**src/rtl/module_pulsadores_rd_pkg.sv**
```systemverilog
// Shared types and constants for the push-button read peripheral.
//   state_t    : per-button debounce FSM state encoding
//   ADDR_LEVEL : register select for the debounced level register
//   ADDR_EVENT : register select for the sticky, clear-on-read press events
package pkg_pulsadores;

  typedef enum logic [1:0] {
    S_LOW       = 2'd0,
    S_WAIT_HIGH = 2'd1,
    S_HIGH      = 2'd2,
    S_WAIT_LOW  = 2'd3
  } state_t;

  localparam logic ADDR_LEVEL = 1'b0;
  localparam logic ADDR_EVENT = 1'b1;

endpackage

```
**src/rtl/module_debounce.sv**
```systemverilog
// Single-button conditioner: two-flop synchroniser, debounce FSM and
// stability counter.
//   clk_i   : system clock
//   rst_i   : asynchronous active-high reset
//   btn_i   : raw button pin, asynchronous to clk_i, 1 = pressed
//   level_o : debounced level
//   rise_o  : one-cycle pulse when a press is accepted (releases give no pulse)
// A new level is accepted only after DEBOUNCE_CYCLES consecutive equal
// synchronised samples.
module module_debounce
  import pkg_pulsadores::*;
#(
  parameter int DEBOUNCE_CYCLES = 100000
) (
  input  logic clk_i,
  input  logic rst_i,
  input  logic btn_i,
  output logic level_o,
  output logic rise_o
);

  localparam int CNT_W = $clog2(DEBOUNCE_CYCLES);
  // The sample that enters a WAIT state is the first stable one, so the
  // transition is taken when the counter is about to reach DEBOUNCE_CYCLES-1.
  localparam logic [CNT_W-1:0] CNT_LAST = CNT_W'(DEBOUNCE_CYCLES - 2);

  state_t           state_q, state_d;
  logic [CNT_W-1:0] cnt_q, cnt_d;
  logic             sync1_q, sync1_d;
  logic             sync2_q, sync2_d;
  logic             level_q, level_d;
  logic             rise_q, rise_d;

  always_comb begin
    sync1_d = btn_i;
    sync2_d = sync1_q;
    state_d = state_q;
    cnt_d   = cnt_q;
    level_d = level_q;
    rise_d  = 1'b0;
    case (state_q)
      S_LOW: begin
        if (sync2_q) begin
          state_d = S_WAIT_HIGH;
          cnt_d   = '0;
        end
      end
      S_WAIT_HIGH: begin
        if (!sync2_q) begin
          state_d = S_LOW;
          cnt_d   = '0;
        end else if (cnt_q == CNT_LAST) begin
          state_d = S_HIGH;
          cnt_d   = '0;
          level_d = 1'b1;
          rise_d  = 1'b1;
        end else begin
          cnt_d = cnt_q + 1'b1;
        end
      end
      S_HIGH: begin
        if (!sync2_q) begin
          state_d = S_WAIT_LOW;
          cnt_d   = '0;
        end
      end
      S_WAIT_LOW: begin
        if (sync2_q) begin
          state_d = S_HIGH;
          cnt_d   = '0;
        end else if (cnt_q == CNT_LAST) begin
          state_d = S_LOW;
          cnt_d   = '0;
          level_d = 1'b0;
        end else begin
          cnt_d = cnt_q + 1'b1;
        end
      end
      default: begin
        state_d = S_LOW;
        cnt_d   = '0;
      end
    endcase
  end

  always_ff @(posedge clk_i or posedge rst_i) begin
    if (rst_i) begin
      sync1_q <= 1'b0;
      sync2_q <= 1'b0;
      state_q <= S_LOW;
      cnt_q   <= '0;
      level_q <= 1'b0;
      rise_q  <= 1'b0;
    end else begin
      sync1_q <= sync1_d;
      sync2_q <= sync2_d;
      state_q <= state_d;
      cnt_q   <= cnt_d;
      level_q <= level_d;
      rise_q  <= rise_d;
    end
  end

  assign level_o = level_q;
  assign rise_o  = rise_q;

endmodule

```
**src/rtl/module_pulsadores_rd.sv**
```systemverilog
// Memory-mapped push-button read peripheral.
//   clk_i  : system clock (10 MHz)
//   rst_i  : asynchronous active-high reset
//   btn_i  : raw button pins, 1 = pressed
//   re_i   : one-cycle read strobe
//   addr_i : 0 = LEVEL (debounced levels), 1 = EVENT (sticky presses, cleared on read)
//   data_o : registered read data, zero-extended, valid one cycle after re_i
//   irq_o  : OR of EVENT, registered, when built with PULSADORES_IRQ_EN;
//            otherwise constant 0
module module_pulsadores_rd
  import pkg_pulsadores::*;
#(
  parameter int N_BTN           = 4,
  parameter int DEBOUNCE_CYCLES = 100000
) (
  input  logic             clk_i,
  input  logic             rst_i,
  input  logic [N_BTN-1:0] btn_i,
  input  logic             re_i,
  input  logic             addr_i,
  output logic [31:0]      data_o,
  output logic             irq_o
);

  logic [N_BTN-1:0] level;
  logic [N_BTN-1:0] rise;
  logic [N_BTN-1:0] event_q, event_d;
  logic [31:0]      data_q, data_d;

  for (genvar g = 0; g < N_BTN; g++) begin : g_btn
    module_debounce #(
      .DEBOUNCE_CYCLES(DEBOUNCE_CYCLES)
    ) u_debounce (
      .clk_i  (clk_i),
      .rst_i  (rst_i),
      .btn_i  (btn_i[g]),
      .level_o(level[g]),
      .rise_o (rise[g])
    );
  end

  always_comb begin
    event_d = event_q;
    data_d  = data_q;
    if (re_i) begin
      data_d = '0;
      if (addr_i == ADDR_LEVEL) begin
        data_d[N_BTN-1:0] = level;
      end else begin
        data_d[N_BTN-1:0] = event_q;
        event_d           = '0;
      end
    end
    // Set is applied after the read clear so a press landing on the read
    // cycle survives for the next read.
    event_d = event_d | rise;
  end

  always_ff @(posedge clk_i or posedge rst_i) begin
    if (rst_i) begin
      event_q <= '0;
      data_q  <= '0;
    end else begin
      event_q <= event_d;
      data_q  <= data_d;
    end
  end

  assign data_o = data_q;

`ifdef PULSADORES_IRQ_EN
  logic irq_q, irq_d;

  always_comb begin
    irq_d = |event_q;
  end

  always_ff @(posedge clk_i or posedge rst_i) begin
    if (rst_i) begin
      irq_q <= 1'b0;
    end else begin
      irq_q <= irq_d;
    end
  end

  assign irq_o = irq_q;
`else
  assign irq_o = 1'b0;
`endif

endmodule

```
**config.mk**
```make
export PLATFORM = sky130hd
export DESIGN_NAME = module_pulsadores_rd
export DESIGN_NICKNAME = d
export VERILOG_FILES = /design/src/rtl/module_pulsadores_rd_pkg.sv /design/src/rtl/module_debounce.sv /design/src/rtl/module_pulsadores_rd.sv
export SDC_FILE = /design/constraint.sdc
export NUM_CORES = 1
export LEC_CHECK = 0
export BUFFER_PORTS_ARGS = -buffer_cell sky130_fd_sc_hd__clkbuf_2
export CORE_MARGIN = 4
export CORE_UTILIZATION = 50
export CTS_BUF_LIST = sky130_fd_sc_hd__clkbuf_2
export DETAILED_ROUTE_END_ITERATION = 7
export GPL_ROUTABILITY_DRIVEN = 0
export PLACE_DENSITY = 0.8
export SETUP_SLACK_MARGIN = 0.4
export SYNTH_ARGS = -nofsm -noshare
export SYNTH_HDL_FRONTEND = slang
export SYNTH_SLANG_ARGS = --single-unit
```
**constraint.sdc**
```tcl
create_clock -name clk_i -period 3.4 [get_ports clk_i]
set_clock_uncertainty 0.15 [all_clocks]
set_input_delay 0.17 -clock clk_i [delete_from_list [all_inputs] [get_ports clk_i]]
set_output_delay 0.17 -clock clk_i [all_outputs]
set_load 0.05 [all_outputs]
```
# --- After elaboration in Yosys (flattened, before gate mapping) ---
# Index checks and enable logic that the tools add are counted.
op_classes:
  add_sub_neg: 4
  muxes: 87
  reduce_logical: 20
  bitwise_logic: 1
  eq_ne: 48
ops:
  columns: ["op", "count"]
  rows:
  - ["$mux W17", 20]
  - ["$pmux W17 S4", 4]
  - ["$add A17 B1 Y17 const B", 4]
  - ["$eq A17 B17 Y1 const B", 4]
  - ["$mux W2", 24]
  - ["$ne A2 B1 Y1 const B", 16]
  - ["$pmux W2 S4", 4]
  - ["$mux W1", 28]
  - ["$reduce_and A5 Y1", 4]
  - ["$eq A2 B2 Y1 const B", 8]
  - ["$ne A2 B2 Y1 const B", 8]
  - ["$reduce_and A4 Y1", 4]
  - ["$mux W4", 3]
  - ["$ne A3 B1 Y1 const B", 4]
  - ["$ne A3 B3 Y1 const B", 4]
  - ["$eq A2 B1 Y1 const B", 4]
  - ["$logic_not A2 Y1", 4]
  - ["$pmux W1 S2", 4]
  - ["$reduce_and A2 Y1", 4]
  - ["$reduce_bool A2 Y1", 4]
  - ["$or A4 B4 Y4", 1]
word_totals:
  input_bits: 8
  ff_bits: 100
  output_inout_bits: 33
  elab_cells: 186

# --- Depth between registers and ports, before layout ---
# Gate-level depths: netlist of run 1.
logic_depth:
  word_depth: 4
  mapped_depth: 8
  mapped_depth_nobuf: 7

# --- Hierarchy ---
# From an unflattened synthesis of run 1, not the netlist that was laid out.
unflattened:
  hier_cells: 586
  hier_area_um2: 5494.0
by_module_without_submodules:
  columns: ["mod", "cells_per_inst", "n_inst", "seq_area_each_um2", "area_each_um2"]
  rows:
  - ["module_debounce (g_btn[0].u_debounce ...)", 131, 3, 575.6, 1216.2]
  - ["module_debounce (g_btn[3].u_debounce)", 135, 1, 575.6, 1290.0]
  - ["module_pulsadores_rd", 58, 1, 200.2, 555.5]

# --- Worst setup path before layout of run 1 ---
# OpenSTA, ideal clock, no wires.
synth_path:
  path_type: "register to register"
  startpoint: "register g_btn[2].u_debounce.cnt_q[0]"
  endpoint: "register g_btn[2].u_debounce.cnt_q[8]"
  n_path_buf: 0
  setup_slack_ns: 1.137
  t_arrival_ns: 1.989
  path_stages_with_launch: 8
  setup_ns: 0.124
  required_time_ns: 3.126
  path_cell_list: "dfrtp_1 > inv_1 > ha_1 > or4b_4 > nor4_4 > nor2_2 > and3_1 > a211o_1"
synth_via:
  elab_chain_cells: 4
  word_cells_on_any_way: 6
synth_rtl:
  columns: ["item", "line_no", "rtl"]
  rows:
  - ["from (decl)", "module_debounce.sv:28", "logic [CNT_W-1:0] cnt_q, cnt_d;"]
  - ["from (signal assigned)", "module_debounce.sv:98", "cnt_q <= cnt_d;"]
  - ["$add A17 B1 Y17 or $eq A17 B17 Y1 (tied branches)", null, null]
  - ["$mux W17 *", "module_debounce.sv:52, module_debounce.sv:71", null]
  - ["$mux W17 (on tied branches)", "module_debounce.sv:68, module_debounce.sv:49", null]
  - ["$pmux W17 S4 *", "module_debounce.sv:41", "case (state_q)"]
# Mark *: on every way between the ends. The rest lies on a longest branch, timed or not.
# A chain may end at the register's enable or synchronous reset.

# --- Worst setup path in the final report of run 1 ---
# Same ends and word-level chain as after synthesis.

==> impl_metrics.json, run 1 <==
{
  "outcome": "finished clean",
  "startpoint_type": "flop",
  "drtIter0Drc": 240,
  "postLayoutCellArea_mm2": 0.00556,
  "power.share.clock": 0.285,
  "fillCellCount": 926,
  "cts_tree": "built",
  "worstMarginPinSlew_ns": 1.11,
  "utilization": 0.538,
  "drt-total-wl_um": 10500,
  "hp-class": "in -> reg",
  "power_frac_seq": 0.610,
  "period_needed_ns": 2.64,
  "synth_edf_count": 0,
  "cpPeakStageDelay_ns": 0.50,
  "grt_pass1_wl_um": 18500,
  "final_nets": 605,
  "period_share": 0.775,
  "rsz0062_at_grt": "false",
  "die_y_um": 111,
  "netlist_instances": 573,
  "antenna_left": 0,
  "ys_warn_count": 0,
  "r2r-start": "g_btn[2].u_debounce.cnt_q[0]",
  "yosysUniqueCellTypes": 54,
  "worstSkewPairLatency_ns": 0.55,
  "crit_arrival_ns": 2.93,
  "final_max_slew_viol_count": 0,
  "start_util": 0.513,
  "yosysTopAreaCell": "dfrtp_1",
  "firstDrtPassIters": 5,
  "worstSetupStartpoint": "g_btn[2].u_debounce.cnt_q[0]",
  "numCtsBuffers": 9,
  "hold_violations": 0,
  "peakVddDrop_uv": 208,
  "syn_area_mm2": 0.00529,
  "ys_seq_elements": 100,
  "powerDensity_mw_per_mm2": 367,
  "cts-root-buf": "clkbuf_2",
  "netSwitchingFraction": 0.297,
  "critPathBufInv": 1,
  "io_buffers": 11,
  "synth_area_leaders": "dfrtp_1 (47%), nand2_1 (4.7%), o21ai_0 (4.4%)",
  "cts.sinks": 100,
  "gr-usage-all-layers": 0.175,
  "overflow": 0,
  "p_switching_mw": 0.606,
  "vias_per_cell": 5.97,
  "drc": 0,
  "clockBufferDepth": 2,
  "intPower_mw": 1.43,
  "yosys_most_used_dff": "dfrtp_1",
  "path_class": "reg -> reg",
  "io_pins": 41,
  "drive_gt1_frac": 0.0707,
  "relSlewSlack": 0.259,
  "dpl.hpwl_um": 7210,
  "async_flop_share": 1.00,
  "leakagePower_nw": 2.47,
  "crit_chain": "inv_1, ha_1, or4b_4, nor4_4, nor2_2, and3_1, a211o_1",
  "cp-end-kind": "flop",
  "grt_antenna_before_repair": 0,
  "p_comb_frac": 0.105,
  "cts.clk_slew.worst_paths_ns": 0.29,
  "core-area_mm2": 0.0103,
  "die_x_um": 111,
  "vias": 4360,
  "maxCapViolations": 0,
  "antennaDiodeCount": 0,
  "max_freq_ghz": 0.379,
  "crit_family": "simple AND/OR/NAND/NOR gates",
  "wl_per_cell_um": 14.4,
  "rows": 37,
  "grt_pass1_vias": 4058,
  "required_ns": 3.70,
  "grt_start_max_net_pins": 77,
  "tns_ns": 0,
  "worstPathMaxFanout": 17,
  "ctsResizeCount": 0,
  "setup_viol": 0,
  "synth_top_area_share": 0.473,
  "slowest_stage": "dfrtp_1",
  "worstHoldStart": "btn_i[0]",
  "htreeDepth": 3,
  "die_area_mm2": 0.0123,
  "final_common_cell": "dfrtp_1",
  "placed_area_mm2": 0.00536,
  "area_delta_synth_final_pct": 5.01,
  "post_synth.cell_area_avg_um2": 9.23,
  "ys_seq_area_frac": 0.473,
  "layout_common_cells": "dfrtp_1 (100), nand2_1 (66), o21ai_0 (46)"
}
[what timing repair did]
| item | 4_1_cts | 5_1_grt |
|---|---|---|
| hold buffers | 8 | 0 |
| buffers inserted | 0 | 0 |
| setup endpoints to repair | 0 | 0 |
| endpoints found under the hold margin | 86 | 0 |
[power by group through the flow]
| stage | combinational [mW] | clock (mW) | sequential, mW |
|---|---|---|---|
| 3_3_place_gp | 0.202 | 0 | 1.26 |
| 4_1_cts | 0.215 | 0.603 | 1.24 |
| 2_1_floorplan | 0.188 | 0 | 1.27 |
| 5_1_grt | 0.237 | 0.651 | 1.25 |
| 3_5_place_dp | 0.207 | 0 | 1.26 |
| 6_report | 0.214 | 0.582 | 1.24 |
[cells in the mapped netlist, drive strengths merged, types with 2 or more instances]
cell / n
a211o: 3
a211oi: 3
a21o: 14
a21oi: 33
a31oi: 25
a41oi: 7
and2: 9
and3: 5
and4: 4
buf: 34
clkbuf: 10
dfrtp: 100
ha: 8
inv: 20
mux2: 4
mux2i: 6
nand2: 66
nand3: 41
nand4: 13
nand4b: 4
nor2: 34
nor2b: 2
nor3: 13
nor3b: 9
nor4: 9
o211ai: 2
o21ai: 46
o31ai: 2
or2: 5
or3: 16
or4: 2
or4b: 4
xor2: 6
[metrics by stage]
| step | instances | setup WS [ns] | total power, mW | hold slack [ns] |
|---|---|---|---|---|
| 3_3_place_gp | 706 | 0.948 | 1.46 | 0.129 |
| 2_1_floorplan | 601 | 0.461 | 1.45 | 0.0514 |
| 6_report | 730 | 0.765 | 2.04 | 0.0744 |
| 4_1_cts | 730 | 0.796 | 2.06 | 0.0372 |
| 5_1_grt | 730 | 0.631 | 2.14 | 0.00577 |
| 3_5_place_dp | 706 | 0.842 | 1.47 | 0.130 |
[worst register-to-register path: cells and delay by family, from the launching register on]
kind	cells	cell delay (ns)
and+or+nand+nor	4	1.44
DFF	1	0.50
AOI/OAI and AO/OA	1	0.26
adders and majority gates	1	0.13
buffers and inverters	1	0.08
[metal layers]
layer | wire [um] | track usage | vias to the layer above
met5 | 0 | 0 | -
li1 | - | - | 2068
met1 | 4620 | 0.232 | 2132
met4 | 78 | 0.0452 | 0
met2 | 5210 | 0.294 | 152
met3 | 586 | 0.0338 | 8
[logic make-up after synthesis]
logic type	count (synthesis)	synth area share
simple gates	240	0.245
compound gates	143	0.164
flops	100	0.473
buf+inv	64	0.0674
mux	10	0.0199
fa+ha+maj	8	0.0189
xor+xnor	7	0.0116
other cells	1	0.000709
[final timing paths]
kind | to | slack [ns] | cells past startpoint
max reg2reg | g_btn[2].u_debounce.cnt_q[8] | 0.76 | 7
min | g_btn[0].u_debounce.sync1_q | 0.07 | 2
min reg2reg | g_btn[2].u_debounce.sync2_q | 0.21 | 0
max | g_btn[2].u_debounce.cnt_q[8] | 0.76 | 7
max in group asynchronous | g_btn[2].u_debounce.sync1_q | 2.15 | 4
min in group asynchronous | g_btn[0].u_debounce.cnt_q[11] | 0.14 | 3
[sequential cells by signal (all words and copies together), names as in the netlist, named ones only]
signal,count
g_btn.u_debounce.rise_o,4
data_o,4
g_btn.u_debounce.state_q,4
g_btn.u_debounce.cnt_q,68
event_q,4
g_btn.u_debounce.sync2_q,4
g_btn.u_debounce.level_o,4
g_btn.u_debounce.sync1_q,4
[cell type report]
| cell class | instances | area [um2] | share of cell area |
|---|---|---|---|
| Clock buffer | 9 | 45.0 | 0.00811 |
| Clock inverter | 7 | 73.8 | 0.0133 |
| Inverter | 20 | 77.6 | 0.0140 |
| Multi-Input combinational cell | 437 | 2540 | 0.457 |
| Sequential cell | 100 | 2500 | 0.450 |
| Tap cell | 136 | 170 | 0.0306 |
| Timing Repair Buffer | 21 | 150 | 0.0270 |
No activity file was read; power rests on OpenSTA's default activity.
==> inputs of run 2 (changes only) <==
clock period = 2.6 ns   (was 3.4 ns; I/O delays follow)
==> impl_metrics.json, run 2 (synthesis results as in run 1) <==
{
  "cts.clk_slew.worst_paths_ns": 0.28,
  "outcome": "finished clean",
  "cts_tree": "built",
  "setup_ws_ns": 0.410,
  "final_max_slew_viol_count": 0,
  "required_ns": 2.93,
  "final-seq-area_mm2": 0.00251,
  "relSlewSlack": 0.505,
  "max_freq_ghz": 0.457,
  "io_buffers": 11,
  "fin_cells": 767,
  "largest_reg_flops": 68,
  "grt_pass1_wl_um": 18800,
  "maxCapViolations": 0,
  "clockBufferDepth": 2,
  "gr-usage-all-layers": 0.179,
  "grt_pass1_vias": 4036,
  "period_needed_ns": 2.19,
  "final_common_cell": "dfrtp_1",
  "vias": 4528,
  "setup_viol": 0,
  "powerDensity_mw_per_mm2": 440,
  "grt_antenna_before_repair": 0,
  "multi_input_area_mm2": 0.00263,
  "die_y_um": 111,
  "final_nets": 642,
  "crit_arrival_ns": 2.52,
  "firstDrtPassIters": 5,
  "rrSetupSlack_ns": 0.41,
  "fillCellCount": 876,
  "tns_ns": 0,
  "dpl.hpwl_um": 7660,
  "start_util": 0.513,
  "io_pins": 41,
  "hold_violations": 0,
  "worstSkewPairLatency_ns": 0.55,
  "peakVddDrop_uv": 367,
  "layout_common_cells": "dfrtp_1 (97), nand2_1 (64), o21ai_0 (43)",
  "drc": 0,
  "antenna_left": 0,
  "rsz0062_at_grt": "true",
  "cts.sinks": 100,
  "drive_gt1_frac": 0.151,
  "cts-root-buf": "clkbuf_2",
  "drt-total-wl_um": 11300,
  "cp-end-kind": "flop",
  "hp-class": "in -> reg",
  "area_delta_synth_final_pct": 11.9,
  "dp_slack_ns": 0.0880,
  "top_register": "g_btn.u_debounce.cnt_q",
  "antennaDiodeCount": 0,
  "htreeDepth": 3,
  "numCtsBuffers": 9,
  "rr_worst_depth": 6,
  "worstPathMaxFanout": 4,
  "die_x_um": 111,
  "core-area_mm2": 0.0103,
  "period_share": 0.842,
  "worstSetupStartpoint": "g_btn[3].u_debounce.cnt_q[5]",
  "overflow": 0,
  "die_area_mm2": 0.0123,
  "worstMarginPinSlew_ns": 0.740,
  "startpoint_type": "flop",
  "grt_start_max_net_pins": 44,
  "path_class": "reg -> reg",
  "wl_per_cell_um": 14.7,
  "leakagePower_nw": 2.64,
  "drtIter0Drc": 160,
  "rows": 37,
  "r2r-start": "g_btn[3].u_debounce.cnt_q[5]",
  "dp.cells": 719,
  "vias_per_cell": 5.90
}
==> run 2: cell count changes in the layout (fill, tap and decap cells not counted), moves of 3 or more <==
| cell | delta |
|---|---|
| buf_4 | +29 |
| clkinvlp_4 | +3 |
| dfrtp_1 | -3 |
| dfrtp_2 | +3 |
| dlygate4sd3_1 | +4 |
| o21ai_0 | -3 |
| o21ai_1 | +3 |
==> run 2: through the flow <==
| stage | util | total power [mW] | hold WS, ns | cell area [um2] |
|---|---|---|---|---|
| finish | 0.574 | 2.61 | 0.0520 | 5920 |
| global route | 0.574 | 2.73 | 0.0238 | 5920 |
| CTS | 0.561 | 2.63 | 0.0164 | 5790 |
| detailed placement | 0.530 | 1.93 | 0.00860 | 5470 |
| global placement | 0.530 | 1.92 | 0.00451 | 5470 |
| floorplan | - | 1.90 | 0.0114 | 5400 |
==> run 2: power by group <==
| group | total [mW] | switching (mW) | internal, mW |
|---|---|---|---|
| logic | 0.314 | 0.235 | 0.0789 |
| registers | 1.62 | 0.0346 | 1.59 |
| clock network | 0.671 | 0.534 | 0.138 |
| total | 2.61 | 0.803 | 1.80 |
==> run 2: how the worst min path moves through the flow <==
stage	slack, ns	from	cells after the start	end
2_1_floorplan	0.01	btn_i[0]	0	g_btn[0].u_debounce.sync1_q
3_3_place_gp	0.005	rst_i	2	g_btn[2].u_debounce.sync1_q
3_5_place_dp	0.009	rst_i	2	g_btn[2].u_debounce.sync1_q
4_1_cts	0.02	btn_i[1]	2	g_btn[1].u_debounce.sync1_q
5_1_grt	0.02	btn_i[2]	2	g_btn[2].u_debounce.sync1_q
6_report	0.05	btn_i[2]	2	g_btn[2].u_debounce.sync1_q
==> run 2: what timing repair did <==
action                                  in CTS  in global routing
hold buffers                                11                  1
endpoints found under the setup margin      40                 41
setup buffers                               13                  5
gates resized for setup                      9                 19
endpoints found under the hold margin      112                  1
cloned                                       0                  2
pin swaps                                    3                  5
==> run 2: per-layer routing <==
layer | wire length [um] | vias up | global-route usage
met1 | 5070 | 2200 | 0.242
met4 | 135 | 0 | 0.0468
li1 | - | 2146 | -
met5 | 0 | - | 0
met3 | 620 | 16 | 0.0377
met2 | 5470 | 166 | 0.294
==> run 2: final cells by class <==
| type | instances | area share |
|---|---|---|
| flip-flops and latches | 100 | 0.423 |
| clock inverters | 6 | 0.00803 |
| repair buffers | 57 | 0.0750 |
| multi-input cells | 438 | 0.443 |
| clock buffers | 10 | 0.00845 |
| well taps | 136 | 0.0287 |
| inverters | 20 | 0.0133 |
==> run 2: critical path: stages (launching register included) <==
cell	delay, ns
dfrtp_1	0.48
or4b_4	0.57
nor4_4	0.28
buf_4	0.17
buf_4	0.12
nand2_2	0.08
mux2_2	0.28
